$ cat src/rtl/csr_access_ctrl.sv
// rtl/csr_access_ctrl.sv - CSR access sequencer/arbiter for instruction RMW and trap writes
// Trap writes take fixed priority; instruction ops run as read, optional write, then a one-cycle ack.
module csr_access_ctrl #(
  parameter int DATA_WIDTH = 32,
  parameter int ADDR_WIDTH = 12,
  parameter int TIMEOUT    = 15
) (
  input  logic                  clk_i,
  input  logic                  rst_i,

  input  logic                  ins_valid_i,
  input  logic [1:0]            ins_op_i,
  input  logic                  ins_nowrite_i,
  input  logic [ADDR_WIDTH-1:0] ins_addr_i,
  input  logic [DATA_WIDTH-1:0] ins_operand_i,
  output logic                  ins_ack_o,
  output logic [DATA_WIDTH-1:0] ins_rdata_o,
  output logic                  ins_err_o,

  input  logic                  trap_valid_i,
  input  logic [ADDR_WIDTH-1:0] trap_addr_i,
  input  logic [DATA_WIDTH-1:0] trap_data_i,
  output logic                  trap_ack_o,
  output logic                  trap_err_o,

  output logic                  csr_en_o,
  output logic                  csr_we_o,
  output logic [ADDR_WIDTH-1:0] csr_addr_o,
  output logic [DATA_WIDTH-1:0] csr_wdata_o,
  input  logic [DATA_WIDTH-1:0] csr_rdata_i,
  input  logic                  csr_busy_i,

  output logic                  ctrl_busy_o
);

  typedef enum logic [2:0] {
    S_IDLE,
    S_RD_ISSUE,
    S_RD_WAIT,
    S_WR_ISSUE,
    S_WR_WAIT,
    S_DONE
  } state_t;

  localparam logic [1:0] OP_RW = 2'b01;
  localparam logic [1:0] OP_RS = 2'b10;
  localparam logic [1:0] OP_RC = 2'b11;
  localparam int         CNT_W = $clog2(TIMEOUT + 1);

  state_t                state_q;
  state_t                state_d;

  logic                  owner_trap_q;
  logic [ADDR_WIDTH-1:0] lat_addr_q;
  logic [DATA_WIDTH-1:0] lat_operand_q;
  logic [1:0]            lat_op_q;
  logic                  lat_nowrite_q;
  logic [DATA_WIDTH-1:0] wdata_q;
  logic [DATA_WIDTH-1:0] old_q;
  logic                  err_q;
  logic                  seen_busy_q;
  logic [CNT_W-1:0]      tmo_cnt_q;

  logic                  done_now;
  logic                  timed_out;
  logic                  need_wr;
  logic                  ro_addr;
  logic [DATA_WIDTH-1:0] new_val;

  // An access completes on the first idle cycle after busy has been seen high.
  assign done_now  = seen_busy_q & ~csr_busy_i;
  assign timed_out = ~done_now & (tmo_cnt_q == CNT_W'(TIMEOUT - 1));
  assign need_wr   = (lat_op_q == OP_RW) |
                     (((lat_op_q == OP_RS) | (lat_op_q == OP_RC)) & ~lat_nowrite_q);
  assign ro_addr   = (lat_addr_q[ADDR_WIDTH-1 -: 2] == 2'b11);

  always_comb begin
    new_val = csr_rdata_i;
    case (lat_op_q)
      OP_RW:   new_val = lat_operand_q;
      OP_RS:   new_val = csr_rdata_i | lat_operand_q;
      OP_RC:   new_val = csr_rdata_i & ~lat_operand_q;
      default: new_val = csr_rdata_i;
    endcase
  end

  always_ff @(posedge clk_i or posedge rst_i) begin
    if (rst_i) begin
      state_q <= S_IDLE;
    end else begin
      state_q <= state_d;
    end
  end

  always_comb begin
    state_d = state_q;
    case (state_q)
      S_IDLE: begin
        if (trap_valid_i) begin
          state_d = S_WR_ISSUE;
        end else if (ins_valid_i) begin
          state_d = S_RD_ISSUE;
        end
      end
      S_RD_ISSUE: state_d = S_RD_WAIT;
      S_RD_WAIT: begin
        if (done_now) begin
          state_d = (need_wr & ~ro_addr) ? S_WR_ISSUE : S_DONE;
        end else if (timed_out) begin
          state_d = S_DONE;
        end
      end
      S_WR_ISSUE: state_d = S_WR_WAIT;
      S_WR_WAIT: begin
        if (done_now | timed_out) begin
          state_d = S_DONE;
        end
      end
      S_DONE:  state_d = S_IDLE;
      default: state_d = S_IDLE;
    endcase
  end

  always_ff @(posedge clk_i or posedge rst_i) begin
    if (rst_i) begin
      owner_trap_q  <= 1'b0;
      lat_addr_q    <= '0;
      lat_operand_q <= '0;
      lat_op_q      <= '0;
      lat_nowrite_q <= 1'b0;
      wdata_q       <= '0;
      old_q         <= '0;
      err_q         <= 1'b0;
      seen_busy_q   <= 1'b0;
      tmo_cnt_q     <= '0;
    end else begin
      case (state_q)
        S_IDLE: begin
          if (trap_valid_i) begin
            owner_trap_q <= 1'b1;
            lat_addr_q   <= trap_addr_i;
            wdata_q      <= trap_data_i;
            old_q        <= '0;
            err_q        <= 1'b0;
          end else if (ins_valid_i) begin
            owner_trap_q  <= 1'b0;
            lat_addr_q    <= ins_addr_i;
            lat_operand_q <= ins_operand_i;
            lat_op_q      <= ins_op_i;
            lat_nowrite_q <= ins_nowrite_i;
            old_q         <= '0;
            err_q         <= 1'b0;
          end
        end
        S_RD_ISSUE, S_WR_ISSUE: begin
          seen_busy_q <= 1'b0;
          tmo_cnt_q   <= '0;
        end
        S_RD_WAIT, S_WR_WAIT: begin
          tmo_cnt_q <= tmo_cnt_q + CNT_W'(1);
          if (csr_busy_i) begin
            seen_busy_q <= 1'b1;
          end
          // Old value is kept even on a rejected write so the requester still sees it.
          if ((state_q == S_RD_WAIT) && done_now) begin
            old_q   <= csr_rdata_i;
            wdata_q <= new_val;
            if (need_wr & ro_addr) begin
              err_q <= 1'b1;
            end
          end else if (timed_out) begin
            err_q <= 1'b1;
          end
        end
        default: ;
      endcase
    end
  end

  always_comb begin
    csr_en_o    = 1'b0;
    csr_we_o    = 1'b0;
    csr_addr_o  = '0;
    csr_wdata_o = '0;
    ins_ack_o   = 1'b0;
    ins_rdata_o = '0;
    ins_err_o   = 1'b0;
    trap_ack_o  = 1'b0;
    trap_err_o  = 1'b0;
    ctrl_busy_o = (state_q != S_IDLE);
    case (state_q)
      S_RD_ISSUE: begin
        csr_en_o   = 1'b1;
        csr_addr_o = lat_addr_q;
      end
      S_WR_ISSUE: begin
        csr_en_o    = 1'b1;
        csr_we_o    = 1'b1;
        csr_addr_o  = lat_addr_q;
        csr_wdata_o = wdata_q;
      end
      S_DONE: begin
        if (owner_trap_q) begin
          trap_ack_o = 1'b1;
          trap_err_o = err_q;
        end else begin
          ins_ack_o   = 1'b1;
          ins_rdata_o = old_q;
          ins_err_o   = err_q;
        end
      end
      default: ;
    endcase
  end

endmodule

$ cat config.mk
export PLATFORM = sky130hd
export DESIGN_NAME = csr_access_ctrl
export DESIGN_NICKNAME = d
export VERILOG_FILES = /design/src/rtl/csr_access_ctrl.sv
export SDC_FILE = /design/constraint.sdc
export NUM_CORES = 1
export LEC_CHECK = 0
export CORE_MARGIN = 5
export CORE_UTILIZATION = 50
export CTS_CLUSTER_DIAMETER = 50
export CTS_CLUSTER_SIZE = 10
export DETAILED_ROUTE_END_ITERATION = 6
export PLACE_DENSITY = 0.86
export SLEW_MARGIN = 20
export SYNTH_ARGS = -nofsm -noshare
export SYNTH_HDL_FRONTEND = slang
export SYNTH_SLANG_ARGS = --single-unit
export TNS_END_PERCENT = 20
$ cat constraint.sdc
create_clock -name clk_i -period 8.3 [get_ports clk_i]
set_input_delay 2.49 -clock clk_i [delete_from_list [all_inputs] [get_ports clk_i]]
set_output_delay 2.49 -clock clk_i [all_outputs]
set_load 0.01 [all_outputs]
# ---- Yosys cells after proc, flatten, opt, wreduce, memory -nomap -nowiden
# Index checks and enable logic that the tools add are counted.
dict set report totals {
  out_inout_bits 83
  word_cells 102
  input_bits 128
  regBits 121
}
dict set report classes {
  mux 41
  add_sub_neg 1
  bitwise 16
  eq_ne 18
  n_reduce_logical 15
}
# cell count
set ops {}
lappend ops {{32-bit 2-to-1 mux} 8}
lappend ops {{32-bit case mux with 2 select lines} 2}
lappend ops {{32-bit case mux with 3 select lines} 1}
lappend ops {{12-bit 2-to-1 mux} 3}
lappend ops {{32-bit AND} 1}
lappend ops {{32-bit NOT} 1}
lappend ops {{32-bit bitwise OR} 1}
lappend ops {{3-bit 2-to-1 mux} 6}
lappend ops {{1-bit 2-to-1 mux} 17}
lappend ops {{3-bit case mux with 5 select lines} 1}
lappend ops {{3-bit != test, second input constant} 4}
lappend ops {{3-bit AND reduction} 4}
lappend ops {{2-bit != test, second input constant} 4}
lappend ops {{4-bit case mux with 2 select lines} 1}
lappend ops {{2-bit equality test, second input constant} 3}
lappend ops {{3-bit by 2-bit equality test with 1-bit output, second input constant} 2}
lappend ops {{3-bit equality test, second input constant} 2}
lappend ops {{2-bit nonzero test} 3}
lappend ops {{1-bit AND} 5}
lappend ops {{1-bit NOT} 5}
lappend ops {{4-bit by 1-bit adder with 4-bit output, second input constant} 1}
lappend ops {{4-bit equality test, second input constant} 1}
lappend ops {{1-bit case mux with 2 select lines} 2}
lappend ops {{2-bit AND reduction} 2}
lappend ops {{other kinds (8)} 11}

# ---- Logic depth before layout (Yosys ltp)
# Gate-level depths: netlist (run 1).
dict set report logic_depth {
  depth_word 8
  mapped_depth 7
  mapped_depth_nobuf 6
}

# ---- Worst setup path after synthesis (run 1)
# No wires, ideal clock.
dict set report synth_path {
  path_kind {register to output}
  startpoint {register state_q[2]}
  endpoint {output port ins_rdata_o[22]}
  arrival_ps 1496
  path_stages_with_launch 6
  path_buffers 2
  required_ps 5810
  setup_slack_ps 4314
  path_cell_list {dfrtp_1 buf_2 nand2_1 nor3_1 clkbuf_1 and2_1}
}
dict set report synth_between {
  elab_chain_len 2
}
# element line_no
set synth_lines {}
lappend synth_lines {{start: declaration} 50} ;# state_t state_q;
lappend synth_lines {{start signal: assignment} 91} ;# state_q <= state_d;
lappend synth_lines {{3-bit equality test} 191} ;# case (state_q)
lappend synth_lines {{32-bit 2-to-1 mux} 191}
lappend synth_lines {{end: declaration} 17} ;# output logic [DATA_WIDTH-1:0] ins_rdata_o,
# No other way between the ends.

# ---- Final worst setup path (run 1)
dict set report layout_path {
  startpoint {register state_q[0]}
  endpoint {output port ins_rdata_o[23]}
}
# The elaborated chain is that of the path after synthesis.

==> flow_summary.json, run 1 <==
{
  "grt_max_degree": 71,
  "drt-initial-drc-count": 602,
  "core.rowCount": 41,
  "yosys-top-cells-count": "121 x dfrtp_1, 111 x nand2_1, 48 x and2_1",
  "worst_ep_required_time_ps": 5810,
  "p_per_area_nw_per_um2": 347.3,
  "layout.cells.non_filler": 1060,
  "grt_pass1_wl_um": 32220,
  "syn_avg_cell_area_sq_um": 9.352,
  "dieWidth_um": 124.0,
  "yosysMostFrequentCell": "dfrtp_1",
  "end_kind": "output port",
  "yosys.area.top_type": "dfrtp_1",
  "yosysWarnings": 0,
  "yosys_most_used_dff": "dfrtp_1",
  "ioPinCount": 211,
  "period_minus_slack_ps": 5524,
  "p_clk_frac": 0.215,
  "p_seq_frac": 0.341,
  "placed_area_sq_um": 8645,
  "place_ws_ps": 2980,
  "ff2ff_setup_slack_ps": 5470,
  "start_kind": "flop",
  "synth.distinct_cells": 45,
  "power.switching_uw": 1281,
  "peakVddDrop_mv": 0.1991,
  "insertion_delay_ps": 410,
  "synth_seq_area_share": 0.4658,
  "grt-ovfl-total": 0,
  "syn_inst": 695,
  "status": "completed",
  "synthTopCellsByArea": "dfrtp_1 47%, nand2_1 6.4%, mux2_2 5.5%, and2_1 4.6%, o21ai_0 3.5%",
  "cts-resized-gates": 0,
  "cts_tree": "built",
  "total_power_uw": 3193,
  "swShare": 0.4011,
  "die_height_um": 124.0,
  "grt_antenna_before_repair": 0,
  "finalHoldViolations": 0,
  "grt.total_usage": 0.2736,
  "grt_pass1_vias": 6285,
  "start_util": 0.5130,
  "max_slew_margin": 0.2592,
  "max-cap-violations": 0,
  "syn-num-nets": 825,
  "crit_chain": "nand2_1 -> nor3_2 -> buf_4 -> and2_1 -> clkdlybuf4s50_1",
  "tightestPinTransition_ps": 1109,
  "crit_arrival_ps": 3030,
  "drc_errors": 0,
  "intPower_uw": 1912,
  "cts_buffer_depth": 2,
  "via_per_inst": 5.806,
  "dpl.hpwl_um": 14530,
  "design_area_sq_um": 9195,
  "min_path_type": "reg2reg",
  "nets": 1005,
  "port_buffers": 210,
  "clk_pin_slew_ps": 50,
  "synthesis.area_sq_um": 6500,
  "synth_edf_count": 0,
  "final_max_slew_viol_count": 0,
  "synth_top_area_share": 0.4658,
  "critPathKind": "reg2out",
  "fmax_mhz": 181.0,
  "clock-root-buffer": "clkbuf_16",
  "setup_tns_ps": 0,
  "gp_congestion": 0.9385,
  "drtAntennaViolNets": 0,
  "finalWorstSetupSlack_ps": 2776,
  "async_flop_share": 1.000,
  "synthToLayoutAreaGrowth_pct": 41.46,
  "htreeDepth": 4,
  "via_count": 6154,
  "drt_wl_total_um": 20860,
  "post-cts-setup-buffer-count": 0,
  "setup_viol": 0,
  "core-area_sq_um": 12670,
  "clock-sinks": 121,
  "clock_skew_ps": 8.879,
  "drive_above_1_share": 0.09347,
  "rsz0062_at_grt": "false",
  "worstPathMaxFanout": 27,
  "leakage_uw": 0.003834,
  "diodes": 0,
  "detail_route.wl_per_cell_um": 19.68,
  "fill_cells": 898,
  "ys_ff_latch": 121,
  "dp_cells": 1028,
  "fin_crit_sh": 0.6655,
  "hold_buffers": 0,
  "dieArea_sq_um": 15380,
  "slowest_stage": "dfrtp_1",
  "drt_pre_antenna_iters": 5,
  "cpPeakStageDelay_ps": 830,
  "cts-buffers-inserted": 17,
  "power_frac_comb": 0.444
}
[flip-flops by register name, indices dropped and copies added, names as in the netlist]
name	flops
tmo_cnt_q	4
lat_op_q	2
owner_trap_q	1
lat_nowrite_q	1
lat_addr_q	12
seen_busy_q	1
err_q	1
state_q	3
lat_operand_q	32
old_q	32
wdata_q	32
[cell usage in the layout, fill, tap and decap left out, drive strengths merged, types with 3 or more instances in the layout]
master,instances
o2111ai,22
a211oi,3
clkdlybuf4s50,210
nor3,5
dfrtp,121
nand2b,4
inv,4
a211o,22
clkinv,7
nand2,111
clkbuf,23
a22o,3
o311ai,10
and3,32
o21ai,47
mux2i,12
buf,11
nor2,43
o21a,11
nor2b,27
nand3,4
xnor2,3
mux2,35
a31oi,22
o2bb2ai,11
a21oi,22
and2,48
[power by group through the flow]
stage | registers (uW) | logic (uW) | clock network [uW]
floorplan | 984 | 1010 | 0
global placement | 1070 | 1330 | 0
detailed placement | 1090 | 1400 | 0
CTS | 1080 | 1410 | 693
global route | 1120 | 1550 | 722
finish | 1090 | 1420 | 688
[critical path: cells and delay by family, from the launching register on]
| kind | cells | cell delay (ps) |
|---|---|---|
| and+or+nand+nor | 3 | 870 |
| DFF | 1 | 830 |
| buffers and inverters | 2 | 910 |
[path summary, 6_finish.rpt]
kind | startpoint | to | depth (start not counted)
min | old_q[16]$_DFFE_PP0P_ | old_q[16]$_DFFE_PP0P_ | 2
min in group asynchronous | rst_i | lat_addr_q[3]$_DFFE_PP0P_ | 2
min reg2reg | old_q[16]$_DFFE_PP0P_ | old_q[16]$_DFFE_PP0P_ | 2
max | state_q[0]$_DFFE_PP0P_ | ins_rdata_o[23] | 5
max reg2reg | state_q[1]$_DFFE_PP0P_ | wdata_q[12]$_DFFE_PP0P_ | 6
max in group asynchronous | rst_i | old_q[17]$_DFFE_PP0P_ | 3
[routing by layer]
metal / up-vias / routed length [um] / track usage
met3: 54 / 1558 / 0.05904
met2: 297 / 10500 / 0.4535
met5: - / 0 / 0
met4: 0 / 661 / 0.1232
li1: 2820 / - / -
met1: 2983 / 8146 / 0.3442
[layout make-up]
class	count	area [sq um]	area share
clock buffers	23	478.0	0.05198
clock inverters	9	72.57	0.007892
inverters	4	17.52	0.001905
multi-input cells	510	3199	0.3479
flip-flops and latches	121	3028	0.3293
well taps	172	215.2	0.02340
repair buffers	221	2185	0.2376
[cell families (layout without fill, tap and decap cells)]
| kind of cell | count (synthesis) | in the layout | share of synthesized area |
|---|---|---|---|
| adder cells (fa/ha/maj) | 2 | 2 | 0.003849 |
| XOR/XNOR | 3 | 3 | 0.005198 |
| AO/OA/AOI/OAI | 179 | 179 | 0.1900 |
| flip-flops | 121 | 121 | 0.4658 |
| multiplexers | 47 | 47 | 0.07912 |
| AND/OR/NAND/NOR | 279 | 279 | 0.2106 |
| buffers and inverters | 64 | 257 | 0.04543 |
[stage by stage]
stage	hold slack, ps	utilization
after floorplan	441.8	-
after global routing	502.8	0.7257
after CTS	474.5	0.7257
after detailed placement	462.7	0.6822
final	469.2	0.7257
after global placement	455.7	0.6822
No activity file was read; power rests on OpenSTA's default activity.
==> inputs of run 2 (changes only) <==
CORE_UTILIZATION = 47   (was 50)
PLACE_DENSITY = 0.81   (was 0.86)
clock period = 5.5 ns   (was 8.3 ns; I/O delays follow)
==> run 2 against run 1 <==
- sequential share of layout area fell by 0.11 points
- via count fell by 2.2%
- flip-flop and latch count did not move
- sequential power rose by 53%
- cell area rose by 0.37%
- register-to-register slack got worse by 2800 ps
- clock power rose by 53%
- worst setup slack got worse by 2000 ps
- die area rose by 5.9%
- non-clock buffer count rose by 1
- largest power group unchanged
==> flow_summary.json, run 2 (synthesis results as in run 1) <==
{
  "utilization": 0.6727,
  "grt.total_usage": 0.2487,
  "cts_buffer_depth": 2,
  "crit_arrival_ps": 3070,
  "min_from": "old_q[12]$_DFFE_PP0P_",
  "power_frac_comb": 0.431,
  "finalHoldViolations": 0,
  "start_kind": "flop",
  "diodes": 0,
  "start_util": 0.4738,
  "p_seq_frac": 0.350,
  "grt_util_met2": 0.4107,
  "end_kind": "output port",
  "tightestPinTransition_ps": 1035,
  "core.rowCount": 43,
  "worstHoldPathCells": 2,
  "fmax_mhz": 211.9,
  "clock_skew_ps": 5.160,
  "clock-sinks": 121,
  "cts-resized-gates": 0,
  "post-cts-setup-buffer-count": 0,
  "clock-root-buffer": "clkbuf_16",
  "core-area_sq_um": 13720,
  "dieWidth_um": 127.6,
  "drt-initial-drc-count": 531,
  "drt_pre_antenna_iters": 5,
  "hold_path_end": "old_q[12]$_DFFE_PP0P_",
  "gp_congestion": 0.9039,
  "min_path_type": "reg2reg",
  "grt_max_degree": 68,
  "gr-usage-met3": 0.04975,
  "period_minus_slack_ps": 4720,
  "grt-ovfl-total": 0,
  "swShare": 0.3933,
  "ff2ff_setup_slack_ps": 2690,
  "drive_above_1_share": 0.09347,
  "worst_ep_required_time_ps": 3850,
  "via_count": 6020,
  "insertion_delay_ps": 410,
  "layout_commonest_cell": "clkdlybuf4s50_1",
  "grt_antenna_before_repair": 0,
  "max-cap-violations": 0,
  "r2r-start": "state_q[1]$_DFFE_PP0P_",
  "dpl.hpwl_um": 14420,
  "fill_cells": 1114,
  "power.switching_uw": 1882,
  "dieArea_sq_um": 16280,
  "p_clk_frac": 0.219,
  "drtAntennaViolNets": 0,
  "p_per_area_nw_per_um2": 518.6,
  "final_max_slew_viol_count": 0,
  "reg_top3": "lat_operand_q (32), old_q (32), wdata_q (32)",
  "setup_tns_ps": 0,
  "clk_pin_slew_ps": 50,
  "drt_wl_total_um": 20100,
  "intPower_uw": 2904,
  "design_area_sq_um": 9229,
  "peakVddDrop_mv": 0.3509,
  "final_cell_mix": "210 x clkdlybuf4s50_1, 120 x dfrtp_1, 111 x nand2_1",
  "die_height_um": 127.6,
  "top_usage_layer": "met2",
  "detail_route.wl_per_cell_um": 18.82,
  "ioPinCount": 211,
  "synthToLayoutAreaGrowth_pct": 41.98,
  "cts-buffers-inserted": 17,
  "rsz0062_at_grt": "false",
  "setup_viol": 0,
  "drc_errors": 0,
  "worst_r2r_path_depth": 6,
  "status": "completed",
  "fin_crit_sh": 0.8582,
  "leakage_uw": 0.003846,
  "grt_pass1_wl_um": 31790,
  "cts_tree": "built",
  "worstPathMaxFanout": 33,
  "htreeDepth": 4,
  "hold_buffers": 0,
  "via_per_inst": 5.637,
  "port_buffers": 210,
  "max_slew_margin": 0.3097,
  "r2r_end": "wdata_q[12]$_DFFE_PP0P_",
  "grt_pass1_vias": 5996,
  "nets": 1006,
  "placed_area_sq_um": 8676,
  "use_met1": 0.3202,
  "critPathKind": "reg2out"
}
-- run 2: critical path, cell delays in order, from the launching register on --
cell and delay (ps):
dfrtp_1 800, nand2b_1 240, inv_1 400, buf_4 420
and3_1 220, clkdlybuf4s50_1 570
-- run 2: how the worst max path moves through the flow --
stage / from / to / slack (ps) / depth (start not counted)
final: state_q[0]$_DFFE_PP0P_ / csr_wdata_o[22] / 780 / 5
after global routing: state_q[0]$_DFFE_PP0P_ / csr_wdata_o[22] / 600 / 5
after CTS: state_q[0]$_DFFE_PP0P_ / csr_wdata_o[22] / 800 / 5
after detailed placement: state_q[0]$_DFFE_PP0P_ / csr_wdata_o[25] / 1270 / 5
after global placement: state_q[0]$_DFFE_PP0P_ / csr_wdata_o[16] / 1350 / 5
after floorplan: rst_i / err_q$_DFFE_PP0P_ / 640 / 1
-- run 2: cell type report --
class,count,area [sq um],area share
clock buffer,21,450.4,0.04881
inverter,4,17.52,0.001898
clock inverter,10,102.6,0.01112
multi-input combinational,510,3199,0.3467
sequential,121,3029,0.3282
timing repair buffer,222,2205,0.2389
tap,180,225.2,0.02440
-- run 2: per-stage QoR --
step | hold slack (ps) | cells | worst slack (ps) | total power (uW)
2_1_floorplan | 441.8 | 695 | 635.8 | 3009
3_3_place_gp | 452.7 | 1037 | 1347 | 3638
3_5_place_dp | 462.4 | 1037 | 1274 | 3741
4_1_cts | 474.3 | 1068 | 804.8 | 4806
5_1_grt | 502.1 | 1068 | 599.5 | 5114
6_report | 469.3 | 1068 | 780.2 | 4786
-- run 2: power by group through the flow --
| stage | Sequential, uW | Combinational, uW | Clock, uW |
|---|---|---|---|
| floorplan | 1480 | 1520 | 0 |
| global placement | 1640 | 1990 | 0 |
| detailed placement | 1680 | 2060 | 0 |
| CTS | 1670 | 2080 | 1060 |
| global route | 1730 | 2280 | 1110 |
| finish | 1670 | 2060 | 1050 |
-- run 2: routing by layer --
metal,vias to the layer above,part of all wire
met2,241,0.49
met1,2901,0.41
met5,-,0
met4,0,0.038
met3,51,0.062
li1,2827,-
